<file path="src/rtl/alu_sequencer.sv">
// Fetch/decode/execute controller driving a combinational ALU, with an 8x16 register file.
// Optional SINGLE_STEP_EN adds a STEP input that gates each instruction fetch.
module alu_sequencer #(
  parameter int              PC_W   = 8,
  parameter logic [PC_W-1:0] RST_PC = '0
) (
  input  logic            CLK,
  input  logic            RST_N,
`ifdef SINGLE_STEP_EN
  input  logic            STEP,
`endif
  output logic            IM_REQ,
  output logic [PC_W-1:0] IM_ADDR,
  input  logic            IM_VALID,
  input  logic [15:0]     IM_DATA,
  output logic            ALU_EN,
  output logic            ALU_FLGON,
  output logic [2:0]      ALU_OP,
  output logic [15:0]     ALU_D1,
  output logic [15:0]     ALU_D2,
  input  logic [15:0]     ALU_RES,
  input  logic [1:0]      ALU_FLG,
  output logic [PC_W-1:0] PC_OUT,
  output logic [1:0]      FLAGS,
  output logic            HALTED,
  output logic            ILLEGAL
);

  typedef enum logic [2:0] {S_FETCH, S_DECODE, S_EXEC, S_WB, S_HALT} state_e;

  state_e            state_q;
  logic [PC_W-1:0]   pc_q;
  logic [15:0]       ir_q;
  logic [7:0][15:0]  rf_q;
  logic [1:0]        flags_q;
  logic              im_req_q, alu_en_q, flgon_q, halted_q, ill_q;
  logic [2:0]        op_q;
  logic [15:0]       d1_q, d2_q;

  logic [3:0]        opc;
  logic [2:0]        rd, rs1, rs2;
  logic [PC_W-1:0]   tgt, pc_inc;
  logic              go;

  assign opc    = ir_q[15:12];
  assign rd     = ir_q[11:9];
  assign rs1    = ir_q[8:6];
  assign rs2    = ir_q[5:3];
  assign tgt    = ir_q[PC_W-1:0];
  assign pc_inc = pc_q + PC_W'(1);

`ifdef SINGLE_STEP_EN
  // A STEP seen while busy is remembered and spent on the next fetch.
  logic step_pend_q, arm;
  assign go  = STEP | step_pend_q;
  assign arm = (state_q == S_FETCH && !im_req_q) || (state_q == S_WB) ||
               (state_q == S_DECODE && opc > 4'd5 && opc != 4'hF);

  always_ff @(posedge CLK or negedge RST_N) begin
    if (!RST_N)         step_pend_q <= 1'b0;
    else if (arm && go) step_pend_q <= 1'b0;
    else if (STEP)      step_pend_q <= 1'b1;
  end
`else
  assign go = 1'b1;
`endif

  always_ff @(posedge CLK or negedge RST_N) begin
    if (!RST_N) begin
      state_q  <= S_FETCH;
      pc_q     <= RST_PC;
      ir_q     <= '0;
      rf_q     <= '0;
      flags_q  <= '0;
      im_req_q <= 1'b0;
      alu_en_q <= 1'b0;
      flgon_q  <= 1'b0;
      op_q     <= '0;
      d1_q     <= '0;
      d2_q     <= '0;
      halted_q <= 1'b0;
      ill_q    <= 1'b0;
    end else begin
      ill_q <= 1'b0;
      case (state_q)
        S_FETCH: begin
          if (!im_req_q) begin
            if (go) im_req_q <= 1'b1;
          end else if (IM_VALID) begin
            ir_q     <= IM_DATA;
            im_req_q <= 1'b0;
            state_q  <= S_DECODE;
          end
        end
        S_DECODE: begin
          if (opc <= 4'd5) begin
            // ALU drive is registered here so it is stable for all of EXEC and WB.
            alu_en_q <= 1'b1;
            flgon_q  <= (opc == 4'd5);
            op_q     <= opc[2:0];
            d1_q     <= rf_q[rs1];
            d2_q     <= rf_q[rs2];
            state_q  <= S_EXEC;
          end else if (opc == 4'hF) begin
            halted_q <= 1'b1;
            state_q  <= S_HALT;
          end else begin
            state_q  <= S_FETCH;
            im_req_q <= go;
            pc_q     <= pc_inc;
            case (opc)
              4'd6:    rf_q[rd] <= {7'b0, ir_q[8:0]};
              4'd7:    if (flags_q[1]) pc_q <= tgt;
              4'd8:    if (flags_q[0]) pc_q <= tgt;
              4'd9:    pc_q <= tgt;
              default: ill_q <= 1'b1;
            endcase
          end
        end
        S_EXEC: state_q <= S_WB;
        S_WB: begin
          if (flgon_q) flags_q  <= ALU_FLG;
          else         rf_q[rd] <= ALU_RES;
          alu_en_q <= 1'b0;
          flgon_q  <= 1'b0;
          pc_q     <= pc_inc;
          im_req_q <= go;
          state_q  <= S_FETCH;
        end
        S_HALT:  ;
        default: state_q <= S_FETCH;
      endcase
    end
  end

  assign IM_REQ    = im_req_q;
  assign IM_ADDR   = pc_q;
  assign ALU_EN    = alu_en_q;
  assign ALU_FLGON = flgon_q;
  assign ALU_OP    = op_q;
  assign ALU_D1    = d1_q;
  assign ALU_D2    = d2_q;
  assign PC_OUT    = pc_q;
  assign FLAGS     = flags_q;
  assign HALTED    = halted_q;
  assign ILLEGAL   = ill_q;

endmodule

</file>
<file path="config.mk">
export PLATFORM = sky130hd
export DESIGN_NAME = alu_sequencer
export DESIGN_NICKNAME = d
export VERILOG_FILES = /design/src/rtl/alu_sequencer.sv
export SDC_FILE = /design/constraint.sdc
export NUM_CORES = 1
export LEC_CHECK = 0
export BUFFER_PORTS_ARGS = -buffer_cell sky130_fd_sc_hd__buf_2
export CORE_AREA = 4 4 177 179
export DETAILED_ROUTE_END_ITERATION = 16
export DIE_AREA = 0 0 181 183
export SYNTH_ARGS = -nofsm -noshare
export SYNTH_HDL_FRONTEND = slang
export SYNTH_SLANG_ARGS = --single-unit
</file>
<file path="constraint.sdc">
create_clock -name CLK -period 1.9 [get_ports CLK]
set_input_delay 0 -clock CLK [delete_from_list [all_inputs] [get_ports CLK]]
set_output_delay 0 -clock CLK [all_outputs]
set_load 0.005 [all_outputs]
</file>
# [After elaboration in Yosys (flattened, before gate mapping)]
# Cells that the tools add are included.
[op_classes] n_addsub=1 n_lt_le_gt_ge=5 n_eq_ne=17 mux=37 bitwise_logic=2 reduce_logical=14
[op_table] cell="128-bit two-way mux" count=4
[op_table] cell="128-bit bitwise mux" count=2
[op_table] cell="128-bit one-hot mux with 2 select lines" count=1
[op_table] cell="16-bit binary-select mux with 3-bit select" count=2
[op_table] cell="16-bit demux with 3-bit select" count=1
[op_table] cell="16-bit two-way mux" count=3
[op_table] cell="8-bit two-way mux" count=4
[op_table] cell="8-bit one-hot mux with 3 select lines" count=1
[op_table] cell="8-bit one-hot mux with 2 select lines" count=1
[op_table] cell="3-bit AND reduction" count=5
[op_table] cell="4-bit by 3-bit == test with 1-bit output (second input constant)" count=3
[op_table] cell="4-bit == test (second input constant)" count=3
[op_table] cell="3-bit by 4-bit < comparator with 1-bit output (second input constant)" count=3
[op_table] cell="3-bit two-way mux" count=4
[op_table] cell="2-bit != test (second input constant)" count=6
[op_table] cell="3-bit one-hot mux with 4 select lines" count=1
[op_table] cell="1-bit two-way mux" count=10
[op_table] cell="8-bit by 1-bit adder with 8-bit output (second input constant)" count=1
[op_table] cell="3-bit by 2-bit == test with 1-bit output (second input constant)" count=2
[op_table] cell="2-bit AND reduction" count=3
[op_table] cell="5-bit AND reduction" count=1
[op_table] cell="4-bit by 3-bit less-or-equal comparator with 1-bit output (second input constant)" count=1
[op_table] cell="1-bit one-hot mux with 2 select lines" count=2
[op_table] cell="4-bit OR reduction" count=1
[op_table] cell="10 further kinds" count=11
[word_totals] reg_bits=197 input_bits=37 output_inout_bits=58

# [Longest topological paths before layout]
# Gate-level depths: netlist of the first run.
[depth] ltp_word=9 mapped_depth=8 depth_no_buf=6

# [Worst setup path before layout of the first run]
# No wires, ideal clock.
[synth_timing] path_type="reg2reg" start="reg state_q[1]" end="reg ir_q[11]" setup_ns=0.125 t_arrival_ns=1.529 t_required_ns=1.775 path_slack_ns=0.246 path_stages_with_launch=5 synth_period_minus_slack_ns=1.654 path_cell_list="dfrtp_1 > buf_4 > nor4_4 > buf_4 > mux2_2"
[synth_via] elab_chain_len=2
[synth_rtl] element="start, declared" line="31" source="state_e state_q;"
[synth_rtl] element="start signal, assigned" line="70" source="state_q <= S_FETCH;"
[synth_rtl] element="start signal, assigned" line="92" source="state_q <= S_DECODE;"
[synth_rtl] element="start signal, assigned" line="103" source="state_q <= S_EXEC;"
[synth_rtl] element="3-bit logical NOT" line="85" source="case (state_q)"
[synth_rtl] element="3-bit AND reduction (no source line)"
[synth_rtl] element="end signal, assigned" line="72" source="ir_q <= '0;"
[synth_rtl] element="end signal, assigned" line="90" source="ir_q <= IM_DATA;"
[synth_rtl] element="end, declared" line="33" source="logic [15:0] ir_q;"
# Every way passes these cells.
# A chain may end at the register's enable or synchronous reset.

# [Worst setup path after layout of the first run]
[layout_timing] start="reg ir_q[15]" end="reg pc_q[2] (netlist: IM_ADDR[2])"
[layout_via] elab_chain_len=5 word_cells_on_any_way=12 cone_classes="1 x order compare; 6 x eq/ne; 4 x mux; 1 x reduce/logical"
[layout_rtl] element="4-bit == test or 4-bit by 3-bit == test with 1-bit output (tied branches)" line="111" source="case (opc)"
[layout_rtl] element="8-bit one-hot mux with 3 select lines" line="111"
[layout_rtl] element="8-bit two-way mux" line="104" source="end else if (opc == 4'hF) begin"
[layout_rtl] element="8-bit two-way mux" line="96" source="if (opc <= 4'd5) begin"
[layout_rtl] element="8-bit one-hot mux with 2 select lines" line="85"
[layout_rtl] element="end signal, assigned" line="110" source="pc_q <= pc_inc;"
[layout_rtl] element="end signal, assigned" line="113" source="4'd7: if (flags_q[1]) pc_q <= tgt;"
[layout_rtl] element="end signal, assigned" line="114" source="4'd8: if (flags_q[0]) pc_q <= tgt;"
[layout_rtl] element="end, declared" line="32" source="logic [PC_W-1:0] pc_q;"
# Several ways; a longest one is shown, not always the timed one. The select of a mux whose other input is x is not followed.

==> results of run 1 <==
==> worst max-delay path, cell delays in order, from the launching register on <==
cell and delay (ps):
sky130_fd_sc_hd__dfrtp_1 540, sky130_fd_sc_hd__and4b_1 240, sky130_fd_sc_hd__o21ai_1 210, sky130_fd_sc_hd__a21oi_2 80
sky130_fd_sc_hd__buf_4 190, sky130_fd_sc_hd__o21ai_0 230, sky130_fd_sc_hd__a22oi_1 140
==> layout by cell type (no fill, tap or decap), types with 2 or more instances in the layout <==
cell type and count:
sky130_fd_sc_hd__mux2_2 17, sky130_fd_sc_hd__and3_1 3, sky130_fd_sc_hd__and2_1 3, sky130_fd_sc_hd__nand4_1 4, sky130_fd_sc_hd__nor3_1 4, sky130_fd_sc_hd__o211ai_1 2, sky130_fd_sc_hd__clkinv_8 3, sky130_fd_sc_hd__nor2b_1 6
sky130_fd_sc_hd__inv_6 7, sky130_fd_sc_hd__or2_2 2, sky130_fd_sc_hd__a22oi_1 3, sky130_fd_sc_hd__dfrtp_1 195, sky130_fd_sc_hd__o21ai_1 2, sky130_fd_sc_hd__inv_8 3, sky130_fd_sc_hd__nand2b_1 3, sky130_fd_sc_hd__mux2i_1 48
sky130_fd_sc_hd__mux4_2 64, sky130_fd_sc_hd__nand3b_1 2, sky130_fd_sc_hd__dfrtp_2 2, sky130_fd_sc_hd__buf_2 93, sky130_fd_sc_hd__buf_12 20, sky130_fd_sc_hd__mux2_1 4, sky130_fd_sc_hd__nand2_1 179, sky130_fd_sc_hd__buf_4 32
sky130_fd_sc_hd__a21oi_2 2, sky130_fd_sc_hd__inv_1 5, sky130_fd_sc_hd__nand3_1 11, sky130_fd_sc_hd__clkbuf_16 17, sky130_fd_sc_hd__dlygate4sd3_1 23, sky130_fd_sc_hd__nor2_1 8, sky130_fd_sc_hd__o21ai_0 165, sky130_fd_sc_hd__a21oi_1 6
==> metal layers <==
layer,track usage,up-vias
met2,0.249,123
li1,-,3201
met3,0.0290,13
met1,0.204,3302
met5,0,-
met4,0.0327,0
==> logic make-up after synthesis <==
logic type                 count (synthesis)  synth area share
and+or+nand+nor                          234             0.107
muxes                                    133             0.228
DFF                                      197             0.522
adders and majority gates                  1           0.00132
AOI/OAI and AO/OA                        189             0.105
buffers and inverters                     71            0.0364
==> synth_stat cells, types with 2 or more instances <==
| cell | number |
|---|---|
| sky130_fd_sc_hd__dfrtp_1 | 197 |
| sky130_fd_sc_hd__nand2_1 | 180 |
| sky130_fd_sc_hd__o21ai_0 | 165 |
| sky130_fd_sc_hd__mux4_2 | 64 |
| sky130_fd_sc_hd__mux2i_1 | 48 |
| sky130_fd_sc_hd__clkbuf_1 | 29 |
| sky130_fd_sc_hd__buf_2 | 19 |
| sky130_fd_sc_hd__mux2_2 | 17 |
| sky130_fd_sc_hd__buf_4 | 14 |
| sky130_fd_sc_hd__nand3_1 | 11 |
| sky130_fd_sc_hd__nor2_1 | 8 |
| sky130_fd_sc_hd__a21oi_1 | 6 |
| sky130_fd_sc_hd__nor2b_1 | 6 |
| sky130_fd_sc_hd__inv_1 | 5 |
| sky130_fd_sc_hd__mux2_1 | 4 |
| sky130_fd_sc_hd__nand4_1 | 4 |
| sky130_fd_sc_hd__nor3_1 | 4 |
| sky130_fd_sc_hd__a22oi_1 | 3 |
| sky130_fd_sc_hd__and2_1 | 3 |
| sky130_fd_sc_hd__and3_1 | 3 |
| sky130_fd_sc_hd__buf_1 | 3 |
| sky130_fd_sc_hd__nand2b_1 | 3 |
| sky130_fd_sc_hd__a21oi_2 | 2 |
| sky130_fd_sc_hd__nand3b_1 | 2 |
| sky130_fd_sc_hd__o211ai_1 | 2 |
| sky130_fd_sc_hd__o21ai_1 | 2 |
| sky130_fd_sc_hd__or2_2 | 2 |
==> cell type report <==
| class | count | area share |
|---|---|---|
| Sequential cell | 197 | 0.426 |
| Multi-Input combinational cell | 557 | 0.362 |
| Timing Repair Buffer | 169 | 0.117 |
| Tap cell | 390 | 0.0422 |
| Clock buffer | 17 | 0.0368 |
| Clock inverter | 15 | 0.0146 |
| Inverter | 5 | 0.00162 |
==> flip-flops by register name, indices dropped and copies added (netlist names), 2 cells and up <==
register  cells
ALU_D1       16
ALU_D2       16
ALU_OP        3
FLAGS         2
IM_ADDR       8
ir_q         16
rf_q        128
state_q       3
==> where the power goes <==
| group | internal [mW] | switching [mW] | leakage [nW] |
|---|---|---|---|
| Clock | 1.79 | 1.83 | 0.291 |
| Combinational | 5.09 | 4.31 | 2.72 |
| Sequential | 6.27 | 1.70 | 2.23 |
==> worst min-delay path by stage <==
stage / startpoint / endpoint / slack (ps)
finish: ALU_RES[13] / rf_q[77] / 10
floorplan: RST_N / ALU_D1[0] / -300
detailed placement: RST_N / ir_q[11] / 80
CTS: ALU_RES[9] / rf_q[89] / 0.1
global placement: RST_N / IM_ADDR[7] / 80
global route: ALU_RES[3] / rf_q[115] / 40
==> what timing repair did <==
action | CTS | global route
setup buffers | 0 | 2
endpoints found under the setup margin | 0 | 5
hold buffers | 23 | 0
resized for setup | 0 | 1
hold endpoints to repair | 100 | 0
==> stage by stage <==
stage / hold slack (ps) / std cells / worst slack [ps] / setup TNS, ps
5_1_grt: 38.4 / 1350 / -48.4 / -48.4
6_report: 10.1 / 1350 / 127 / 0
3_3_place_gp: 82.9 / 1293 / 207 / 0
3_5_place_dp: 79.0 / 1293 / 133 / 0
4_1_cts: 0.135 / 1348 / 125 / 0
2_1_floorplan: -296 / 825 / 246 / 0
==> metrics.txt, run 1 <==
routed vias about 6600; DIE WIDTH roughly 180 µm; area of the multi-input gates 4190 µm²; Area growth, synth to finish 22.4%; unique cell type count in the Yosys netlist 46; sequential-to-total area share from yosys stat 0.522; number of buffers created by CTS 17; standby leakage power roughly 5.2 nW; utilization after layout 0.391; top-level I/O count 95; average wire length per cell after detail routing 17.7 µm; vertical die dimension 183 µm; number of remaining DRC errors 0; number of flip-flops and latches in the synthesized netlist 197; topmost layer with routed signal wires met4; total clock sinks 197; number of nets produced by synthesis 863; data required time of the worst path 2200 ps; reg-to-reg slack, setup 130 ps; number of setup violations in the final report 0; Routed WL between 20000 and 25000 µm; leading post-synthesis cells by cell area sky130_fd_sc_hd__dfrtp_1 52%, sky130_fd_sc_hd__mux4_2 15%, sky130_fd_sc_hd__o21ai_0 8.7%, sky130_fd_sc_hd__nand2_1 7.1%, sky130_fd_sc_hd__mux2i_1 5.1%; clock tree skew after final layout 11.9 ps; Max Cap Violations 0; Hold Violations, Final 0; initial standard-cell utilization of the core 0.320; Clock Tree Buf Depth 2; DIE AREA 33100 µm²; CP endpoint kind flip-flop; Final HPWL DP 15900 µm; transition at the pin with the smallest max-transition slack between 600 and 700 ps; result of the run finished, final reports clean; worst min-delay path class in -> reg; fillcell total about 2900; largest fanout on the critical path 13; total of warnings raised by yosys 0; Setup CP Type reg -> reg; number of global-route vias before repair 7020; number of antenna violations at the first check in global routing 0; Slew Viols, Final 0; Final min period 1770 ps; routed length on met2 between 10000 and 15000 µm; biggest area consumer among synthesized cells sky130_fd_sc_hd__dfrtp_1; beginning of the critical path ir_q[15]; overflow left after global routing 0; number of cells on the worst reg-to-reg path 6; number of flops mapped to enable cells by yosys 0; top-area cell type share of the netlist area 0.522; startpoint of the worst-slack reg-to-reg timing path ir_q[15]; fin area about 12000 µm²; 1st-iter DRT viols 361; M1 WL 11100 µm; signal arrival time at the worst endpoint 2080 ps; antenna viol nets, final 0; async set or reset register ratio after synthesis 1.00; Post-Synthesis Cell Area 9450 µm²; site row count 63; global-route total usage across every layer 0.149; relative slew slack 0.556; clk slew on worst S/H paths 80 ps; terminus of the critical flop-to-flop path IM_ADDR[2]; count of input and output buffers 94; clock tree from TritonCTS built; Via-to-Cell Ratio 4.92; Mapped Cells 825; clock insertion delay at the later pin of the skew report 440 ps; total area of sequential cells 4930 µm²; wire length of the first global-routing pass about 39000 µm; maximum number of pins on one net before global-route repair 75; share of post-route cells with drive strength above 1 0.282; startpoint type of the worst setup path flip-flop; routed length on met3 1070 µm; Core Footprint ~30000 µm²; Hold Crit Depth 3; endpoint of the most critical setup path IM_ADDR[2]; number of detailed-route iterations in the first pass 4; number of antenna cells inserted 0; total power per unit cell area 1810 nW/µm²; cell area reported after detailed placement about 11000 µm²; ratio of final minimum period to clock period 0.933; gp weighted congestion around 0.77; depth of the CTS H-tree 4; CTS Root Buffer Type sky130_fd_sc_hd__clkbuf_16; maximum resistive drop on vdd about 0.00076 V; Highest Clock Rate 564 MHz; average footprint of a synthesized cell 11.5 µm²; primary flip-flop cell chosen by synthesis mapping sky130_fd_sc_hd__dfrtp_1; Total Nets Final 985; Pwr Total 21.0 mW
Power figures use the tool's default switching activity.
==> inputs of run 2 (changes only) <==
--- a/config.mk
+++ b/config.mk
@@ -6,6 +6,7 @@
 export NUM_CORES = 1
 export LEC_CHECK = 0
 export BUFFER_PORTS_ARGS = -buffer_cell sky130_fd_sc_hd__buf_2
+export CAP_MARGIN = 20
 export CORE_AREA = 4 4 177 179
 export DETAILED_ROUTE_END_ITERATION = 16
 export DIE_AREA = 0 0 181 183
==> constraint.sdc (replaced) <==
create_clock -name CLK -period 1.5 [get_ports CLK]
set_input_delay 0 -clock CLK [delete_from_list [all_inputs] [get_ports CLK]]
set_output_delay 0 -clock CLK [all_outputs]
set_load 0.005 [all_outputs]
==> metrics.txt, run 2 (same netlist as run 1, synthesis figures left out) <==
Routed WL 29500 µm (was 23900 µm); CTS Root Buffer Type sky130_fd_sc_hd__clkbuf_16 (unchanged); combinational share of power 0.520 (was 0.448); utilization after layout 0.457 (was 0.391); site row count 63 (unchanged); Final HPWL DP 16600 µm (was 15900 µm); relative slew slack 0.709 (was 0.556); number of setup violations in the final report 176 (was 0); Largest register FFs 128 (unchanged); Via-to-Cell Ratio 5.23 (was 4.92); maximum number of pins on one net before global-route repair 61 (was 75); clock tree from TritonCTS built (unchanged); signal arrival time at the worst endpoint 2000 ps (was 2080 ps); clk slew on worst S/H paths 90 ps (was 80 ps); worst setup margin -164 ps (was 127 ps); clock insertion delay at the later pin of the skew report 450 ps (was 440 ps); number of antenna cells inserted 0 (unchanged); depth of the CTS H-tree 4 (unchanged); cell area reported after detailed placement 11100 µm² (was 10700 µm²); share of post-route cells with drive strength above 1 0.490 (was 0.282); Core Footprint 29600 µm² (unchanged); initial standard-cell utilization of the core 0.320 (unchanged); Reg with most FFs rf_q (unchanged); internal power component 19.5 mW (was 13.2 mW); overflow left after global routing 0 (unchanged); total power per unit cell area 2340 nW/µm² (was 1810 nW/µm²); average wire length per cell after detail routing 20.5 µm (was 17.7 µm); fin area 13500 µm² (was 11600 µm²); Clock Tree Buf Depth 2 (unchanged); RSZ-0062 raised after global routing true; top-level I/O count 95 (unchanged); Max Cap Violations 0 (unchanged); number of remaining DRC errors 0 (unchanged); antenna viol nets, final 0 (unchanged); number of global-route vias before repair 7348 (was 7020); startpoint type of the worst setup path flip-flop (unchanged); fillcell total 2656 (was 2861); power share of the sequential group 0.332 (was 0.380); Total Nets Final 1071 (was 985); most frequent cells in the layout 191 x sky130_fd_sc_hd__dfrtp_1, 93 x sky130_fd_sc_hd__buf_2, 92 x sky130_fd_sc_hd__o21ai_1 (was 195 x sky130_fd_sc_hd__dfrtp_1, 179 x sky130_fd_sc_hd__nand2_1, 165 x sky130_fd_sc_hd__o21ai_0); result of the run finished with violations (was finished, final reports clean); maximum resistive drop on vdd 0.000933 V (was 0.000761 V); Pwr Total 31.6 mW (was 21.0 mW); violations in the final reports negative hold slack, negative setup slack; reg-to-reg slack, setup -160 ps (was 130 ps); standby leakage power 5.90 nW (was 5.23 nW); data required time of the worst path 1830 ps (was 2200 ps); count of input and output buffers 94 (unchanged); number of buffers created by CTS 17 (unchanged); global-route total usage across every layer 0.165 (was 0.149); clock tree skew after final layout 16.6 ps (was 11.9 ps); worst slack at placement -144 ps (was 133 ps); gp weighted congestion 0.777 (was 0.770); Net Sw Power 12.1 mW (was 7.84 mW); DIE WIDTH 181 µm (unchanged); worst min-delay path class in -> reg (unchanged); DIE AREA 33100 µm² (unchanged); tightest hold margin -4.07 ps (was 10.1 ps); Clk network pwr share 0.148 (was 0.172); Highest Clock Rate 601 MHz (was 564 MHz); transition at the pin with the smallest max-transition slack 436 ps (was 666 ps); total clock sinks 197 (unchanged); number of antenna violations at the first check in global routing 0 (unchanged); Setup CP Type reg -> reg (unchanged); 1st-iter DRT viols 659 (was 361); ratio of final minimum period to clock period 1.11 (was 0.933); number of detailed-route iterations in the first pass 5 (was 4); vertical die dimension 183 µm (unchanged); switching share of total power 0.384 (was 0.373); largest fanout on the critical path 7 (was 13); Slew Viols, Final 0 (unchanged); routed vias 7508 (was 6639); most common cell after layout, fill and taps aside sky130_fd_sc_hd__dfrtp_1 (unchanged); Area growth, synth to finish 42.9% (was 22.4%); Final min period 1660 ps (was 1770 ps); wire length of the first global-routing pass 43000 µm (was 39400 µm); Hold Violations, Final 2 (was 0); CP endpoint kind flip-flop (unchanged)
## run 2: cell types whose count changed in the layout (fill, tap and decap cells not counted), moves of 15 or more
cell / change
sky130_fd_sc_hd__o21ai_1: +90
sky130_fd_sc_hd__buf_6: +26
sky130_fd_sc_hd__nand2_4: +35
sky130_fd_sc_hd__o21ai_0: -128
sky130_fd_sc_hd__nand2_1: -88
sky130_fd_sc_hd__nand2_2: +53
sky130_fd_sc_hd__o21ai_2: +38
sky130_fd_sc_hd__buf_4: +32
sky130_fd_sc_hd__mux2i_1: -15
## run 2: critical path: stages (launching register included)
cell and delay, ps:
sky130_fd_sc_hd__dfrtp_2 490, sky130_fd_sc_hd__clkbuf_16 210, sky130_fd_sc_hd__mux4_2 500, sky130_fd_sc_hd__mux2i_1 150, sky130_fd_sc_hd__buf_4 150, sky130_fd_sc_hd__o21ai_1 50
## run 2: layout make-up
type / instances / area [µm²] / area share
timing repair buffer: 255 / 2440 / 0.180
tap: 390 / 488 / 0.0361
inverter: 5 / 18.8 / 0.00139
clock buffer: 17 / 425 / 0.0315
sequential: 197 / 4940 / 0.366
clock inverter: 15 / 175 / 0.0130
multi-input combinational: 557 / 5030 / 0.372
## run 2: repair_timing
| item | in CTS | in global routing |
|---|---|---|
| pin swaps | 23 | 82 |
| gates cloned | 5 | 11 |
| endpoints found under the setup margin | 179 | 188 |
| hold buffers | 30 | 0 |
| gates resized for setup | 143 | 241 |
| hold endpoints to repair | 279 | 0 |
| buffers inserted | 11 | 15 |
## run 2: layer usage
metal  global-route usage  up-vias  routed length (µm)
li1                     -     3409                   -
met1                0.230     3783               12600
met2                0.269      286               14500
met3               0.0307       30                1870
met4               0.0423        0                 464
met5                    0        -                   0
## run 2: power groups by stage
stage / Combinational [mW] / Clock (mW) / Sequential [mW]
floorplan: 8.69 / 0 / 9.46
global placement: 12.9 / 0 / 9.96
detailed placement: 13.1 / 0 / 10.1
CTS: 14.4 / 4.73 / 10.0
global route: 17.8 / 4.99 / 10.8
finish: 16.4 / 4.68 / 10.5
## run 2: path summary, 6_finish.rpt
path / from / end / cells after the start
max in group asynchronous: RST_N / ALU_D2[13] / 3
worst min-delay path: ALU_RES[8] / rf_q[72] / 4
worst min register to register: ALU_D1[3] / ALU_D1[3] / 2
worst max register to register: ir_q[3] / ALU_D2[12] / 5
min in group asynchronous: RST_N / IM_ADDR[4] / 2
worst max-delay path: ir_q[3] / ALU_D2[12] / 5
## run 2: per-stage QoR
stage / setup TNS, ps / cells
after CTS: -6650 / 1410
after global placement: -4330 / 1332
after global routing: -29640 / 1436
after detailed placement: -7100 / 1332
final: -14350 / 1436
after floorplan: -676 / 825
